**src/rtl/fifo_pkg.sv**
```systemverilog
// Shared constants and elaboration helpers for the dual-clock FIFO read side.
package fifo_pkg;

  localparam int unsigned FIFO_WSIZE = 8;

  // Bits needed to hold values 0..max_val (minimum 1).
  function automatic int unsigned cnt_width(input int unsigned max_val);
    return (max_val < 2) ? 1 : $clog2(max_val + 1);
  endfunction

  function automatic bit rd_latency_ok(input int unsigned lat);
    return (lat == 0) || (lat == 1);
  endfunction

endpackage

```
**src/rtl/fifo_rd_obuf.sv**
```systemverilog
// Circular output buffer with registered head word; pointers wrap at DEPTH,
// which need not be a power of two.
module fifo_rd_obuf
  import fifo_pkg::*;
#(
  parameter int unsigned WSIZE = FIFO_WSIZE,
  parameter int unsigned DEPTH = 3
) (
  input  logic                        i_clk,
  input  logic                        i_rst,
  input  logic                        i_push,
  input  logic [WSIZE-1:0]            i_data,
  input  logic                        i_pop,
  output logic [WSIZE-1:0]            o_data,
  output logic                        o_valid,
  output logic [cnt_width(DEPTH)-1:0] o_occ
);

  localparam int unsigned OW = cnt_width(DEPTH);
  localparam int unsigned PW = cnt_width(DEPTH - 1);
  localparam logic [PW-1:0] LAST = PW'(DEPTH - 1);
  localparam logic [OW-1:0] FULL = OW'(DEPTH);

  logic [WSIZE-1:0] r_mem [DEPTH];
  logic [PW-1:0]    r_head;
  logic [PW-1:0]    r_tail;
  logic [OW-1:0]    r_occ;
  logic             w_do_pop;

  assign w_do_pop = i_pop && (r_occ != '0);

  always_ff @(posedge i_clk) begin
    if (i_rst) begin
      r_head <= '0;
      r_tail <= '0;
      r_occ  <= '0;
      for (int unsigned i = 0; i < DEPTH; i++) r_mem[i] <= '0;
    end else begin
      assert (!(i_push && (r_occ == FULL)))
        else $error("fifo_rd_obuf: capture into a full buffer");
      if (i_push) begin
        r_mem[r_tail] <= i_data;
        r_tail        <= (r_tail == LAST) ? '0 : r_tail + 1'b1;
      end
      if (w_do_pop) r_head <= (r_head == LAST) ? '0 : r_head + 1'b1;
      case ({i_push, w_do_pop})
        2'b10:   r_occ <= r_occ + 1'b1;
        2'b01:   r_occ <= r_occ - 1'b1;
        default: r_occ <= r_occ;
      endcase
    end
  end

  assign o_data  = r_mem[r_head];
  assign o_valid = (r_occ != '0);
  assign o_occ   = r_occ;

endmodule

```
**src/rtl/fifo_rd_stream.sv**
```systemverilog
// FIFO read-port consumer: credit-tracked pops into an output buffer that
// drives a valid/ready stream, plus a delivered-word counter.
module fifo_rd_stream
  import fifo_pkg::*;
#(
  parameter int unsigned WSIZE      = FIFO_WSIZE,
  parameter int unsigned RD_LATENCY = 1,
  parameter int unsigned OBUF_DEPTH = 3
) (
  input  logic             rclk,
  input  logic             rrst,
  input  logic             rempty,
  input  logic [WSIZE-1:0] rdata,
  output logic             rinc,
  output logic             m_valid,
  output logic [WSIZE-1:0] m_data,
  input  logic             m_ready,
  output logic [15:0]      rd_count
);

  localparam int unsigned OW = cnt_width(OBUF_DEPTH);
  localparam logic [OW:0] DEPTH_V = (OW + 1)'(OBUF_DEPTH);

  if (!rd_latency_ok(RD_LATENCY)) begin : g_bad_latency
    $error("fifo_rd_stream: RD_LATENCY must be 0 or 1");
  end
  if ((OBUF_DEPTH < 2) || (OBUF_DEPTH > 8)) begin : g_bad_depth
    $error("fifo_rd_stream: OBUF_DEPTH must be in 2..8");
  end

  logic [OW-1:0] w_occ;
  logic [OW:0]   w_committed;
  logic          w_inflight;
  logic          w_push;
  logic          w_xfer;
  logic [15:0]   r_rd_count;

  if (RD_LATENCY == 0) begin : g_lat0
    assign w_inflight = 1'b0;
    assign w_push     = rinc;
  end else begin : g_lat1
    logic r_inflight;
    always_ff @(posedge rclk) begin
      if (rrst) r_inflight <= 1'b0;
      else      r_inflight <= rinc;
    end
    assign w_inflight = r_inflight;
    assign w_push     = r_inflight;
  end

  // Credits count buffered plus in-flight words; m_ready stays off this path.
  assign w_committed = {1'b0, w_occ} + {{OW{1'b0}}, w_inflight};
  assign rinc        = !rrst && !rempty && (w_committed < DEPTH_V);
  assign w_xfer      = m_valid && m_ready;

  fifo_rd_obuf #(
    .WSIZE (WSIZE),
    .DEPTH (OBUF_DEPTH)
  ) u_obuf (
    .i_clk   (rclk),
    .i_rst   (rrst),
    .i_push  (w_push),
    .i_data  (rdata),
    .i_pop   (w_xfer),
    .o_data  (m_data),
    .o_valid (m_valid),
    .o_occ   (w_occ)
  );

  always_ff @(posedge rclk) begin
    if (rrst)        r_rd_count <= '0;
    else if (w_xfer) r_rd_count <= r_rd_count + 16'd1;
  end

  assign rd_count = r_rd_count;

endmodule

```
**config.mk**
```make
export PLATFORM = sky130hd
export DESIGN_NAME = fifo_rd_stream
export DESIGN_NICKNAME = d
export VERILOG_FILES = /design/src/rtl/fifo_pkg.sv /design/src/rtl/fifo_rd_obuf.sv /design/src/rtl/fifo_rd_stream.sv
export SDC_FILE = /design/constraint.sdc
export NUM_CORES = 1
export LEC_CHECK = 0
export CAP_MARGIN = 20
export CORE_AREA = 8 8 103 77
export DETAILED_ROUTE_END_ITERATION = 10
export DIE_AREA = 0 0 111 85
export GPL_TIMING_DRIVEN = 1
export PLACE_DENSITY = 0.68
export SLEW_MARGIN = 20
export SYNTH_ARGS = -nofsm -noshare
export SYNTH_HDL_FRONTEND = slang
export SYNTH_SLANG_ARGS = --single-unit
```
**constraint.sdc**
```tcl
create_clock -name rclk -period 3.5 [get_ports rclk]
set_clock_uncertainty 0.2 [all_clocks]
set_input_delay 0.7 -clock rclk [delete_from_list [all_inputs] [get_ports rclk]]
set_output_delay 0.7 -clock rclk [all_outputs]
set_load 0.02 [all_outputs]
```
==> run_results.csv, run 1 <==
group,metric,value,unit
place,place.detailed.instances,310,
pwr,clock_network_fraction_of_total_power,0.428,
global_route,grt_overflow,0,
cells_and_area,finalNetCount,256,
sta,period_share,0.918,
sta,final_hold_fails,0,
drt,num_vias,1613,
cts,cts_inserted_buffers,9,
cts,cts_hold_fix_bufs,0,
global_route,grt_pass1_wl,8020,um
drt,drt_first_iter_violations,106,
yosys,postSynthCellCount,196,
setup_path,cp-end-kind,"output pin",
cts,cts.reportedPaths.clkPinSlew,0.07,ns
sta,unrepaired_setup_endpoints_after_global_routing,"false",
worst_hold_path,min_from,"u_obuf.r_head[1]$_SDFFE_PP0N_",
pwr,power.share.combinational,0.160,
sta,final.min_clock_period,3.21,ns
yosys,postSynthRegisterBits,57,
sta,max_freq,311,MHz
global_route,grt_met1_use,0.127,
worst_hold_path,worstHoldPathType,"reg -> reg",
cells_and_area,post_route_cells_drive_above_1_share,0.143,
cells_and_area,finalNonFillerCells,326,
cts,clock_sinks,57,
drt,detail_route.wirelength,4880,um
cts,worst_skew_pair.late_latency,0.33,ns
pwr,seq_power_share,0.412,
floorplan,die-width,111,um
place,place.port_buffers,37,
cts,clock_tree.root_cell,"sky130_fd_sc_hd__clkbuf_8",
global_route,grt.met2_usage,0.172,
global_route,gr-max-usage-layer,"met2",
yosys,synth_cell_types,34,
yosys,syn-num-nets,212,
drt,detail_route.drc_violations,0,
sta,setup_slack,0.287,ns
setup_path,timing.rr.start,"u_obuf.o_occ[0]$_SDFFE_PP0P_",
cts,cts.repair.resized,0,
floorplan,die-height,85,um
run,drv_cap,0,
sta,tightest_slew,0.588,ns
global_route,grt_pass1_vias,1579,
sta,tns,0,ns
pwr,peakVddDrop,0.295,mV
setup_path,critPathRequiredTime,2.60,ns
yosys,synth-warning-count,0,
global_route,global_route.usage.met3,0.0437,
global_route,grt_start_max_net_pins,31,
sta,final_max_tran_viols,0,
cts,clock_path_buffers,2,
drt,drt_pre_antenna_iters,4,
cts,ctsHtreeMaxLevel,3,
cells_and_area,areaGrowthSynthToFinish,30.5,%
yosys,synth_sequential_area_ratio,0.601,
drt,vias_per_instance,4.95,
global_route,number_of_antenna_violations_at_the_first_check_in_global_routing,0,
run_status,status,"finished, final reports clean",
drt,final_antenna_net_count,0,
floorplan,design.die.area,9440,um^2
drt,routedWlPerCell,15.0,um
sta,setup_viol,0,
setup_path,largest_driver_fanout_on_the_critical_path,7,
floorplan,initial_core_util,0.380,
sta,max_slew_margin,0.607,
yosys,netlist_area,2430,um^2
global_route,grt.total_usage,0.109,
pwr,total_internal_power,1.48,mW
place,hpwl,3360,um
setup_path,criticalPathCategory,"reg -> out",
pwr,p_per_area,617,nW/um^2
cts,cts_tree,"done",
setup_path,startpoint,"u_obuf.o_occ[0]$_SDFFE_PP0P_",
pwr,netSwitchingFraction,0.243,
setup_path,start_kind,"flop",
floorplan,core_area,6410,um^2
setup_path,cp_data_arrival_time,2.31,ns
yosys,synthesis.area_per_instance,12.4,um^2
floorplan,fp-row-count,25,
floorplan,boundaryPins,38,
place,dp_worst_setup_slack,0.444,ns
cells_and_area,postLayoutCoreUtil,0.495,
pwr,switching_power,0.475,mW
cts,cts_setup_buffers,0,
cells_and_area,insertedDiodeCount,0,
place,gp_congestion,0.791,
pwr,p_leak,1.11,nW
## path summary, 6_finish.rpt
path,endpoint,slack (ns),cells after the start
hold / removal,flop,0.29,2
setup reg to reg,u_obuf.o_occ[1]$_SDFFE_PP0P_,1.27,5
setup / recovery,rinc,0.29,4
hold reg to reg,flop,0.29,2
## synthesized netlist by cell type, drive strengths merged
cell	number	area share
buf	1	0.0015
nor3	6	0.012
dfxtp	25	0.21
o21ai	3	0.0062
inv	3	0.0046
or4	2	0.0062
nand2	9	0.014
a21oi	10	0.021
nand2b	1	0.0026
nor2	18	0.028
ha	4	0.021
or3	2	0.0051
and3	1	0.0026
nor4	5	0.013
or2	6	0.015
nor4b	1	0.0036
o2111ai	1	0.0036
edfxtp	32	0.39
mux4	8	0.074
a2111oi	2	0.0072
and3b	1	0.0036
nand4	4	0.013
a31o	1	0.0036
clkbuf	6	0.0098
xor2	4	0.014
xnor2	9	0.032
nand3b	1	0.0031
o31ai	2	0.0062
o211ai	1	0.0051
and2	24	0.062
nand3	3	0.0062
## worst max-delay path, cell delays in order, from the launching register on
cell and delay (ns):
sky130_fd_sc_hd__dfxtp_1 0.49, sky130_fd_sc_hd__ha_1 0.21, sky130_fd_sc_hd__ha_1 0.23, sky130_fd_sc_hd__a2111oi_0 0.38
sky130_fd_sc_hd__clkdlybuf4s50_1 0.68
## cell usage in the layout (no fill, tap or decap), drive strengths merged, types with 3 or more instances in the layout
| master | instances |
|---|---|
| clkdlybuf4s50 | 37 |
| edfxtp | 32 |
| dfxtp | 25 |
| and2 | 24 |
| nor2 | 18 |
| a21oi | 10 |
| clkbuf | 10 |
| nand2 | 9 |
| xnor2 | 9 |
| mux4 | 8 |
| nor3 | 6 |
| or2 | 6 |
| nor4 | 5 |
| xor2 | 4 |
| ha | 4 |
| bufinv | 4 |
| inv | 4 |
| nand4 | 4 |
| o21ai | 3 |
| nand3 | 3 |
| buf | 3 |
## power groups by stage
stage                     registers (mW)  logic, mW  clock network (mW)
after CTS                          0.808      0.318               0.854
after global routing               0.817      0.339               0.882
after detailed placement           0.822      0.313                   0
final                              0.807      0.313               0.838
after floorplan                    0.800      0.205                   0
after global placement             0.820      0.309                   0
## cells by family (layout without fill, tap and decap cells)
logic type,count (synthesis),after routing,synth area share
adder cells (fa/ha/maj),4,4,0.0206
AND/OR/NAND/NOR,84,84,0.190
AO/OA/AOI/OAI,20,20,0.0524
XOR/XNOR,13,13,0.0468
flip-flops,57,57,0.601
buffers and inverters,10,59,0.0159
multiplexers,8,8,0.0740
## final cells by class
| type | instances | area (um^2) |
|---|---|---|
| Multi-Input combinational cell | 129 | 933 |
| Sequential cell | 57 | 1460 |
| Tap cell | 81 | 101 |
| Clock inverter | 6 | 138 |
| Clock buffer | 10 | 138 |
| Inverter | 3 | 11.3 |
| Timing Repair Buffer | 40 | 393 |
| Fill cell | 539 | 3240 |
## state kept, by name, indices dropped and copies added, names as in the netlist, named ones only
signal,flops
u_obuf.r_mem,32
u_obuf.r_head,2
u_obuf.o_occ,2
g_lat1.r_inflight,1
rd_count,16
u_obuf.r_tail,2
## stage by stage
stage	cell area, um^2	total power, mW	hold slack [ns]
after floorplan	2430	1.00	0.259
after global placement	2900	1.13	0.278
after detailed placement	2900	1.14	0.283
after CTS	3180	1.98	0.298
after global routing	3180	2.04	0.334
final	3180	1.96	0.285
## layer usage
metal	part of all wire	vias to the layer above
met3	0.050	6
met5	0	-
li1	-	806
met4	0.016	0
met2	0.49	34
met1	0.45	767
Power figures use the tool's default switching activity.
==> run 2, diff against run 1 <==
CTS_BUF_LIST = sky130_fd_sc_hd__clkbuf_2   (was default)
SKIP_CTS_REPAIR_TIMING = 1   (was default)
clock period = 4 ns   (was 3.5 ns; I/O delays follow)
==> run 2 against run 1 <==
Net effect:
- total power shrank 22%
- die area is the same
- final cell count is the same
- sequential share of layout area grew 1.3 points
- routed wire length grew 0.96%
- sequential cell count is the same
- critical path type unchanged
- critical endpoint unchanged
- largest cell class unchanged
- highest routed layer unchanged
==> run_results.csv, run 2 (same netlist as run 1, synthesis figures left out) <==
group,metric,value,unit
setup_path,crit_path_end,"rinc",
setup_path,rr_worst_depth,5,
sta,final_max_tran_viols,0,
cells_and_area,n_fill_cell,543,
global_route,grt.total_usage,0.109,
worst_hold_path,worstHoldPathType,"reg -> reg",
cells_and_area,post_route_cells_drive_above_1_share,0.139,
sta,final.min_clock_period,3.51,ns
place,gp_congestion,0.787,
setup_path,critPathRequiredTime,3.00,ns
cts,cts.reportedPaths.clkPinSlew,0.19,ns
sta,unrepaired_setup_endpoints_after_global_routing,"false",
global_route,grt_start_max_net_pins,31,
setup_path,critPathMostFrequentCell,"sky130_fd_sc_hd__ha_1",
cts,clock_sinks,57,
cells_and_area,layout_commonest_cell,"sky130_fd_sc_hd__clkdlybuf4s50_1",
cts,clock_path_buffers,2,
drt,vias_per_instance,4.91,
pwr,p_per_area,498,nW/um^2
drt,routedWlPerCell,15.1,um
drt,drt_pre_antenna_iters,5,
floorplan,core_area,6410,um^2
setup_path,startpoint,"u_obuf.o_occ[0]$_SDFFE_PP0P_",
cells_and_area,finalNonFillerCells,326,
setup_path,timing.reg2reg.setup_slack,1.73,ns
global_route,grt_overflow,0,
sta,final_hold_fails,0,
run,drv_cap,0,
cells_and_area,insertedDiodeCount,0,
setup_path,start_kind,"flop",
setup_path,critical-path-slowest-cell,"sky130_fd_sc_hd__clkdlybuf4s50_1",
drt,num_vias,1602,
place,place.port_buffers,37,
global_route,number_of_antenna_violations_at_the_first_check_in_global_routing,0,
sta,tightest_slew,0.581,ns
sta,period_share,0.878,
setup_path,gate_family_responsible_for_the_most_delay_along_the_worst_path,"buffers and inverters",
floorplan,fp-row-count,25,
drt,final_antenna_net_count,0,
sta,tns,0,ns
sta,max_slew_margin,0.612,
drt,detail_route.drc_violations,0,
floorplan,boundaryPins,38,
setup_path,cp_data_arrival_time,2.51,ns
cells_and_area,layout_common_cells,"sky130_fd_sc_hd__clkdlybuf4s50_1, sky130_fd_sc_hd__edfxtp_1, sky130_fd_sc_hd__dfxtp_1",
setup_path,cp-end-kind,"output pin",
run_status,status,"finished, final reports clean",
setup_path,critical_path.cell_chain,"ha_1 -> ha_1 -> a2111oi_0 -> clkdlybuf4s50_1",
floorplan,die-width,111,um
cts,clock_tree.root_cell,"sky130_fd_sc_hd__clkbuf_2",
sta,max_freq,285,MHz
pwr,peakVddDrop,0.246,mV
cells_and_area,largest_register_ff_count,32,
sta,setup_viol,0,
cells_and_area,areaGrowthSynthToFinish,26.8,%
cts,worst_skew_pair.late_latency,0.48,ns
setup_path,critPathBufInv,1,
floorplan,initial_core_util,0.380,
global_route,grt_pass1_wl,7980,um
setup_path,largest_driver_fanout_on_the_critical_path,7,
cells_and_area,finalNetCount,256,
drt,drt_first_iter_violations,82,
setup_path,timing.rr.end,"u_obuf.o_occ[1]$_SDFFE_PP0P_",
floorplan,die-height,85,um
place,hpwl,3430,um
pwr,p_leak,1.08,nW
cts,ctsHtreeMaxLevel,3,
setup_path,path_depth,4,
setup_path,cp_slowest_stage_delay,0.68,ns
cts,cts_inserted_buffers,9,
global_route,grt_pass1_vias,1584,
setup_path,timing.rr.start,"u_obuf.o_occ[0]$_SDFFE_PP0P_",
setup_path,criticalPathCategory,"reg -> out",
place,place.detailed.instances,310,
pwr,total_power,1.54,mW
drt,detail_route.wirelength,4930,um
floorplan,design.die.area,9440,um^2
cts,cts_tree,"done",
cells_and_area,registers.top_by_ff_count,"u_obuf.r_mem",
run 2: cell types whose count changed in the layout (fill, tap and decap cells not counted), sizes merged:
cell,before,now
clkbuf,10,9
clkinv,1,2
run 2: where the power goes:
part           internal, mW  leakage (nW)  switching [mW]
Clock                 0.334         0.104           0.225
Sequential            0.656         0.523          0.0509
Combinational         0.144         0.453           0.126
run 2: layout make-up:
class | count | area (um^2) | area share
Multi-Input combinational cell | 129 | 933 | 0.302
Tap cell | 81 | 101 | 0.0328
Inverter | 3 | 11.3 | 0.00365
Clock inverter | 7 | 141 | 0.0458
Sequential cell | 57 | 1460 | 0.473
Timing Repair Buffer | 40 | 393 | 0.127
Clock buffer | 9 | 45.0 | 0.0146
run 2: metal layers:
| metal | GRT usage | vias up | routed length [um] |
|---|---|---|---|
| met1 | 0.122 | 751 | 2140 |
| met4 | 0.0513 | 0 | 84 |
| met3 | 0.0465 | 10 | 251 |
| li1 | - | 809 | - |
| met5 | 0 | - | 0 |
| met2 | 0.178 | 32 | 2450 |
run 2: worst min-delay path: stages (launching register included):
cell,delay [ns]
sky130_fd_sc_hd__dfxtp_1,0.35
sky130_fd_sc_hd__nand2_1,0.05
sky130_fd_sc_hd__a21oi_1,0.07
run 2: per-stage QoR:
| stage | setup slack, ns | cell area (um^2) | util | hold slack [ns] |
|---|---|---|---|---|
| global placement | 0.725 | 2900 | 0.452 | 0.277 |
| CTS | 0.438 | 3090 | 0.481 | 0.279 |
| global route | 0.300 | 3090 | 0.481 | 0.300 |
| detailed placement | 0.733 | 2900 | 0.452 | 0.283 |
| finish | 0.488 | 3090 | 0.481 | 0.274 |
| floorplan | 0.998 | 2430 | - | 0.259 |
run 2: worst min path at each step:
stage                                        startpoint                        end  slack [ns]  cells past startpoint
after floorplan           u_obuf.r_head[1]$_SDFFE_PP0N_                       flop        0.26                      2
after global placement        rd_count[15]$_SDFFE_PP0P_  rd_count[15]$_SDFFE_PP0P_        0.28                      2
after detailed placement  u_obuf.r_head[1]$_SDFFE_PP0N_                       flop        0.28                      2
after CTS                 u_obuf.r_head[1]$_SDFFE_PP0N_                       flop        0.28                      2
after global routing      u_obuf.r_head[1]$_SDFFE_PP0N_                       flop        0.30                      2
final                     u_obuf.r_head[1]$_SDFFE_PP0N_                       flop        0.27                      2
